`config.mk`:
```
export PLATFORM = sky130hd
export DESIGN_NAME = step_calc_resp_flat
export DESIGN_NICKNAME = d
export VERILOG_FILES = /design/src/rtl/step_calc_pkg.sv /design/src/rtl/step_calc_resp_if.sv /design/src/rtl/step_calc_resp.sv /design/src/flat_wrapper.sv
export SDC_FILE = /design/constraint.sdc
export NUM_CORES = 1
export LEC_CHECK = 0
export ABC_AREA = 0
export BUFFER_PORTS_ARGS = -buffer_cell sky130_fd_sc_hd__buf_2
export CORE_MARGIN = 1
export CORE_UTILIZATION = 49
export DETAILED_ROUTE_END_ITERATION = 8
export HOLD_SLACK_MARGIN = 0.15
export PLACE_DENSITY = 0.69
export SYNTH_ARGS = -nofsm -noshare
export SYNTH_HDL_FRONTEND = slang
export SYNTH_SLANG_ARGS = --single-unit
```
`constraint.sdc`:
```
create_clock -name clk -period 3.1 [get_ports clk]
set_input_delay 0.31 -clock clk [delete_from_list [all_inputs] [get_ports clk]]
set_output_delay 0.31 -clock clk [all_outputs]
set_load 0.01 [all_outputs]
```
`src/rtl/step_calc_pkg.sv`:
```
// step_calc_pkg
// Shared definitions for the step_calc responder: the sequencer state
// encoding and the operation-select constants carried on op_sel.
// No ports; imported by the interface and the responder module.
package step_calc_pkg;

  typedef enum logic [2:0] {
    S_IDLE  = 3'd0,
    S_CALC  = 3'd1,
    S_INCR  = 3'd2,
    S_DONE  = 3'd3,
    S_CLEAR = 3'd4
  } state_t;

  localparam logic OP_ADD = 1'b0;
  localparam logic OP_MUL = 1'b1;

endpackage

```
`src/rtl/step_calc_resp_if.sv`:
```
// step_calc_resp_if
// Start/done command bus between an initiator and the step_calc responder.
//   start_sig : one-cycle command strobe (initiator -> responder)
//   op_sel    : 0 = add (a + b + 1), 1 = multiply (a * b)
//   a, b      : W-bit operands, sampled with start_sig
//   busy      : responder is working on a command
//   done_sig  : one-cycle completion pulse
//   result    : 2W-bit result, held until the next completion
// Modports: master = initiator side, slave = responder side.
interface step_calc_resp_if
  import step_calc_pkg::*;
#(
  parameter int W = 4
);

  logic           start_sig;
  logic           op_sel;
  logic [W-1:0]   a;
  logic [W-1:0]   b;
  logic           busy;
  logic           done_sig;
  logic [2*W-1:0] result;

  modport master (
    output start_sig, op_sel, a, b,
    input  busy, done_sig, result
  );

  modport slave (
    input  start_sig, op_sel, a, b,
    output busy, done_sig, result
  );

endinterface

```
`src/rtl/step_calc_resp.sv`:
```
// step_calc_resp
// Responder-side step sequencer. A start_sig pulse seen in S_IDLE latches
// the operands and operation; the result is built over registered steps
// (add: sum then increment; multiply: repeated addition of a, b times),
// then published on result with a one-cycle done_sig pulse.
// Ports:
//   clk   : rising-edge clock
//   rst_n : synchronous active-low reset
//   bus   : step_calc_resp_if slave modport (start_sig, op_sel, a, b in;
//           busy, done_sig, result out)
module step_calc_resp
  import step_calc_pkg::*;
#(
  parameter int W = 4
)(
  input  logic             clk,
  input  logic             rst_n,
  step_calc_resp_if.slave  bus
);

  state_t         state;
  state_t         state_next;
  logic [W-1:0]   a_r;
  logic [W-1:0]   b_r;
  logic           op_r;
  logic [W-1:0]   cnt;
  logic [2*W-1:0] acc;
  logic [2*W-1:0] result_r;
  logic           done_r;

  // Step sequencing. Multiply stays in S_CALC until it has added a_r
  // exactly b_r times; b = 0 therefore goes straight to S_DONE.
  always_comb begin
    state_next = state;
    case (state)
      S_IDLE:  if (bus.start_sig) state_next = S_CALC;
      S_CALC: begin
        if (op_r == OP_ADD)  state_next = S_INCR;
        else if (cnt == b_r) state_next = S_DONE;
      end
      S_INCR:  state_next = S_DONE;
      S_DONE:  state_next = S_CLEAR;
      S_CLEAR: state_next = S_IDLE;
      default: state_next = S_IDLE;
    endcase
  end

  // State register plus the datapath registers it steps. Operands are
  // captured only on acceptance, so later changes on the bus are ignored.
  always_ff @(posedge clk) begin
    if (!rst_n) begin
      state    <= S_IDLE;
      a_r      <= '0;
      b_r      <= '0;
      op_r     <= OP_ADD;
      cnt      <= '0;
      acc      <= '0;
      result_r <= '0;
      done_r   <= 1'b0;
    end else begin
      state <= state_next;
      case (state)
        S_IDLE: begin
          if (bus.start_sig) begin
            a_r  <= bus.a;
            b_r  <= bus.b;
            op_r <= bus.op_sel;
            acc  <= '0;
            cnt  <= '0;
          end
        end
        S_CALC: begin
          if (op_r == OP_ADD) begin
            acc <= {{W{1'b0}}, a_r} + {{W{1'b0}}, b_r};
          end else if (cnt != b_r) begin
            acc <= acc + {{W{1'b0}}, a_r};
            cnt <= cnt + W'(1);
          end
        end
        S_INCR: acc <= acc + (2*W)'(1);
        S_DONE: begin
          result_r <= acc;
          done_r   <= 1'b1;
        end
        S_CLEAR: done_r <= 1'b0;
        default: ;
      endcase
    end
  end

  assign bus.busy     = (state != S_IDLE);
  assign bus.done_sig = done_r;
  assign bus.result   = result_r;

endmodule

```
`src/flat_wrapper.sv`:
```
// flat-port wrapper written by rule: the top's interface ports become plain ports
module step_calc_resp_flat import step_calc_pkg::*;
#(
  parameter int W = 4
)
  (clk, rst_n, bus_start_sig, bus_op_sel, bus_a, bus_b, bus_busy, bus_done_sig, bus_result);
  step_calc_resp_if #(.W(W)) bus_i ();
  input  logic clk;
  input  logic rst_n;
  input wire logic [$bits(bus_i.start_sig)-1:0] bus_start_sig;
  input wire logic [$bits(bus_i.op_sel)-1:0] bus_op_sel;
  input wire logic [$bits(bus_i.a)-1:0] bus_a;
  input wire logic [$bits(bus_i.b)-1:0] bus_b;
  output wire logic [$bits(bus_i.busy)-1:0] bus_busy;
  output wire logic [$bits(bus_i.done_sig)-1:0] bus_done_sig;
  output wire logic [$bits(bus_i.result)-1:0] bus_result;
  assign bus_i.start_sig = bus_start_sig;
  assign bus_i.op_sel = bus_op_sel;
  assign bus_i.a = bus_a;
  assign bus_i.b = bus_b;
  assign bus_busy = bus_i.busy;
  assign bus_done_sig = bus_i.done_sig;
  assign bus_result = bus_i.result;
  step_calc_resp #(.W(W)) u_core (.clk(clk), .rst_n(rst_n), .bus(bus_i));
endmodule
```
==> summary.md <==
| Metric | Value |
|---|---|
| Dpl ws | `~0.85 ns` |
| Crit. Startpoint | `u_core.acc[0]` |
| Slew HR | `0.594` |
| Final core utilization | `0.574` |
| Area Overhead vs Synth | `10.1%` |
| Die area | `about 4200 µm²` |
| Global-route wire length before repair | `just over 7 mm` |
| Antenna Violating Nets Remaining | `0` |
| Synth Instances | `229` |
| YS warnings | `0` |
| Min Clock Period, post-route | `2.27 ns` |
| Netlist cell types | `50` |
| H-tree Lvls | `2` |
| Final setup violation count | `0` |
| Synth area leader | `dfxtp_1` |
| Post-cts sizing count | `0` |
| Critical Path Slowest Stage Cell | `dfxtp_1` |
| Flop pwr share | `0.473` |
| Switching Fraction | `0.319` |
| Syn avg cell area | `approximately 8.5 µm²` |
| Ant. Diodes | `0` |
| Power density cells | `roughly 500 nW/µm²` |
| Largest net degree at the start of global routing | `16` |
| Synth Flop Type | `dfxtp_1` |
| Worst setup margin | `around 0.83 ns` |
| Worst Path Required | `3.28 ns` |
| Core area | `approximately 3700 µm²` |
| Clk sinks | `33` |
| Initial DRC count | `66` |
| Vias per inst | `approximately 5.4` |
| Area contributors post-synth | `dfxtp_1, ha_1, a21oi_1, nand2_1, nor2_1` |
| FP Rows | `22` |
| Leak Pwr | `around 0.9 nW` |
| R2R Path End | `u_core.acc[4]` |
| CTS tree | `yes` |
| RSZ-0062 raised after global routing | `no` |
| Port buffer count | `21` |
| CP arrival | `around 2.5 ns` |
| Clk pwr share | `0.302` |
| Crit path to | `u_core.acc[4]` |
| Most frequent cells in the layout | `dfxtp_1, nand2_1, nor2_1, a21oi_1, buf_2` |
| Starting Density | `0.522` |
| DRC violation count after routing | `0` |
| Cts-stage hold buffer count | `0` |
| Die Ht | `between 60 and 70 µm` |
| Layout cells sized above 1 | `0.162` |
| R2r setup slk | `0.83 ns` |
| Vias in the first global route | `around 1500` |
| Placed Area | `2050 µm²` |
| Net Count, Synth | `253` |
| Worst vdd ir | `approximately 0.24 mV` |
| Hold Path Class | `input pin to register` |
| Async set or reset register ratio after synthesis | `0` |
| Post-synth top area share | `0.341` |
| Initial antenna violation count | `0` |
| Final instance area | `roughly 2100 µm²` |
| Most common cell after layout, fill and taps aside | `dfxtp_1` |
| Least-Margin Pin Slew | `about 0.6 ns` |
| Number of synthesized flops with an enable pin | `0` |
| Pint | `approximately 0.00071 W` |
| Critical path launch point type | `register` |
| Period utilisation layout | `0.732` |
| Final nets | `between 200 and 300` |
| Routed WL | `about 4 mm` |
| Worst path max stage delay | `between 0.4 and 0.5 ns` |
| I/O pin count | `22` |
| Critical path class | `register to register` |
| # Post-CTS Setup Buffers | `0` |
| Post-DP HPWL | `approximately 2.9 mm` |
| Root buffer cell | `clkbuf_8` |
| Total of max-cap violations | `0` |
| Clock Latency Late Sink | `0.29 ns` |
| Die X-Extent | `64.9 µm` |
| Synth Cell Area | `1940 µm²` |
| Routed via count | `~1600` |
| Status | `finished clean` |
| Worst Skew | `0.00753 ns` |
| Placed cells | `roughly 290` |
| Switching pwr | `~0.00033 W` |
| Path depth of the worst reg2reg path | `8` |
| Clock Tree Buf Depth | `2` |
| Wirelength per Cell | `roughly 14 µm` |
| CP cell instances | `ha_1, inv_1, fa_1, nand2b_1, a21oi_1, xnor2_1, o2111a_1, o31a_1` |
| CTS clk-pin slew, worst paths | `roughly 0.07 ns` |
| Seq cells post-synth | `33` |
| Fmax achieved | `0.441 GHz` |
| GRT Resource Usage Total | `0.221` |
| CP endpoint kind | `register` |
| Seq/Total Area, Yosys | `0.341` |
| Setup_tns | `0 ns` |
| Fin cells | `roughly 300` |
| Final Wtd Congestion | `around 0.84` |
| Total gr overflow | `0` |
| DR pass1 iterations | `4` |
| Number of buffers created by CTS | `5` |
| CP Max Fanout | `6` |
| Max Slew Vio Count | `0` |
| Final hold violations | `0` |
| Reg2reg start | `u_core.acc[0]` |
| Comb pwr share | `0.226` |
-- per-stage QoR --
stage,power (W),hold slack (ns)
2_1_floorplan,0.000689,0.446
3_3_place_gp,0.000734,0.461
6_report,0.00104,0.250
5_1_grt,0.00111,0.249
3_5_place_dp,0.000738,0.472
4_1_cts,0.00105,0.248
-- area by class of cell --
cell class              instances  area [µm²]
fillers                       366        1580
flip-flops and latches         33         661
repair buffers                 22         113
multi-input cells             176        1190
inverters                       8        30.0
well taps                      48        60.1
clock buffers                   8        80.1
-- cell usage after synthesis, types with 6 or more instances --
| master | instances |
|---|---|
| mux2i_1 | 7 |
| nand3_1 | 8 |
| ha_1 | 10 |
| clkbuf_1 | 6 |
| xor2_1 | 6 |
| a21oi_1 | 24 |
| inv_1 | 7 |
| nand2_1 | 31 |
| a211oi_1 | 7 |
| dfxtp_1 | 33 |
| xnor2_1 | 6 |
| nor2_1 | 24 |
-- routing by layer --
metal	routed length (µm)	global-route usage	part of all wire	vias to the layer above
li1	-	-	-	845
met1	2010	0.282	0.50	716
met2	1780	0.357	0.45	30
met3	129	0.0423	0.032	7
met4	78	0.100	0.020	0
met5	0	0	0	-
-- registers in the layout, indices dropped and copies added (netlist names) --
register             cells
u_core.op_r              1
u_core.bus.done_sig      1
u_core.cnt               4
u_core.state             3
u_core.a_r               4
u_core.b_r               4
u_core.bus.result        8
u_core.acc               8
-- worst max-delay path: cells and delay by family, from the launching register on --
kind	cells	cell delay [ns]
AO/OA/AOI/OAI	3	0.77
XOR/XNOR	1	0.10
adder cells (fa/ha/maj)	2	0.62
buffers and inverters	1	0.06
flip-flops	1	0.44
AND/OR/NAND/NOR	1	0.16
-- power by group through the flow --
stage	Combinational (W)	Clock (W)	Sequential (W)
global placement	0.000233	0	0.000501
detailed placement	0.000236	0	0.000502
floorplan	0.000205	0	0.000483
global route	0.000267	0.000347	0.000500
finish	0.000235	0.000314	0.000493
CTS	0.000238	0.000321	0.000493
-- logic make-up (layout without fill, tap and decap cells) --
group           Yosys count  after routing  synth area share
simple gates             84             84             0.221
compound gates           61             61             0.217
flops                    33             33             0.341
fa+ha+maj                12             12            0.0852
xor+xnor                 12             12            0.0542
mux                       7              7            0.0361
buf+inv                  20             38            0.0452
-- worst min-delay path by stage --
stage	start	end	slack (ns)	depth (start not counted)
after floorplan	bus_a[0]	u_core.a_r[0]	0.45	2
after global placement	u_core.bus.result[4]	u_core.bus.result[4]	0.46	2
after detailed placement	u_core.a_r[0]	u_core.a_r[0]	0.47	2
after CTS	bus_b[2]	u_core.b_r[2]	0.25	3
after global routing	bus_b[1]	u_core.b_r[1]	0.25	3
final	bus_b[2]	u_core.b_r[2]	0.25	3
Note: power is estimated with default switching activity, not from simulation.
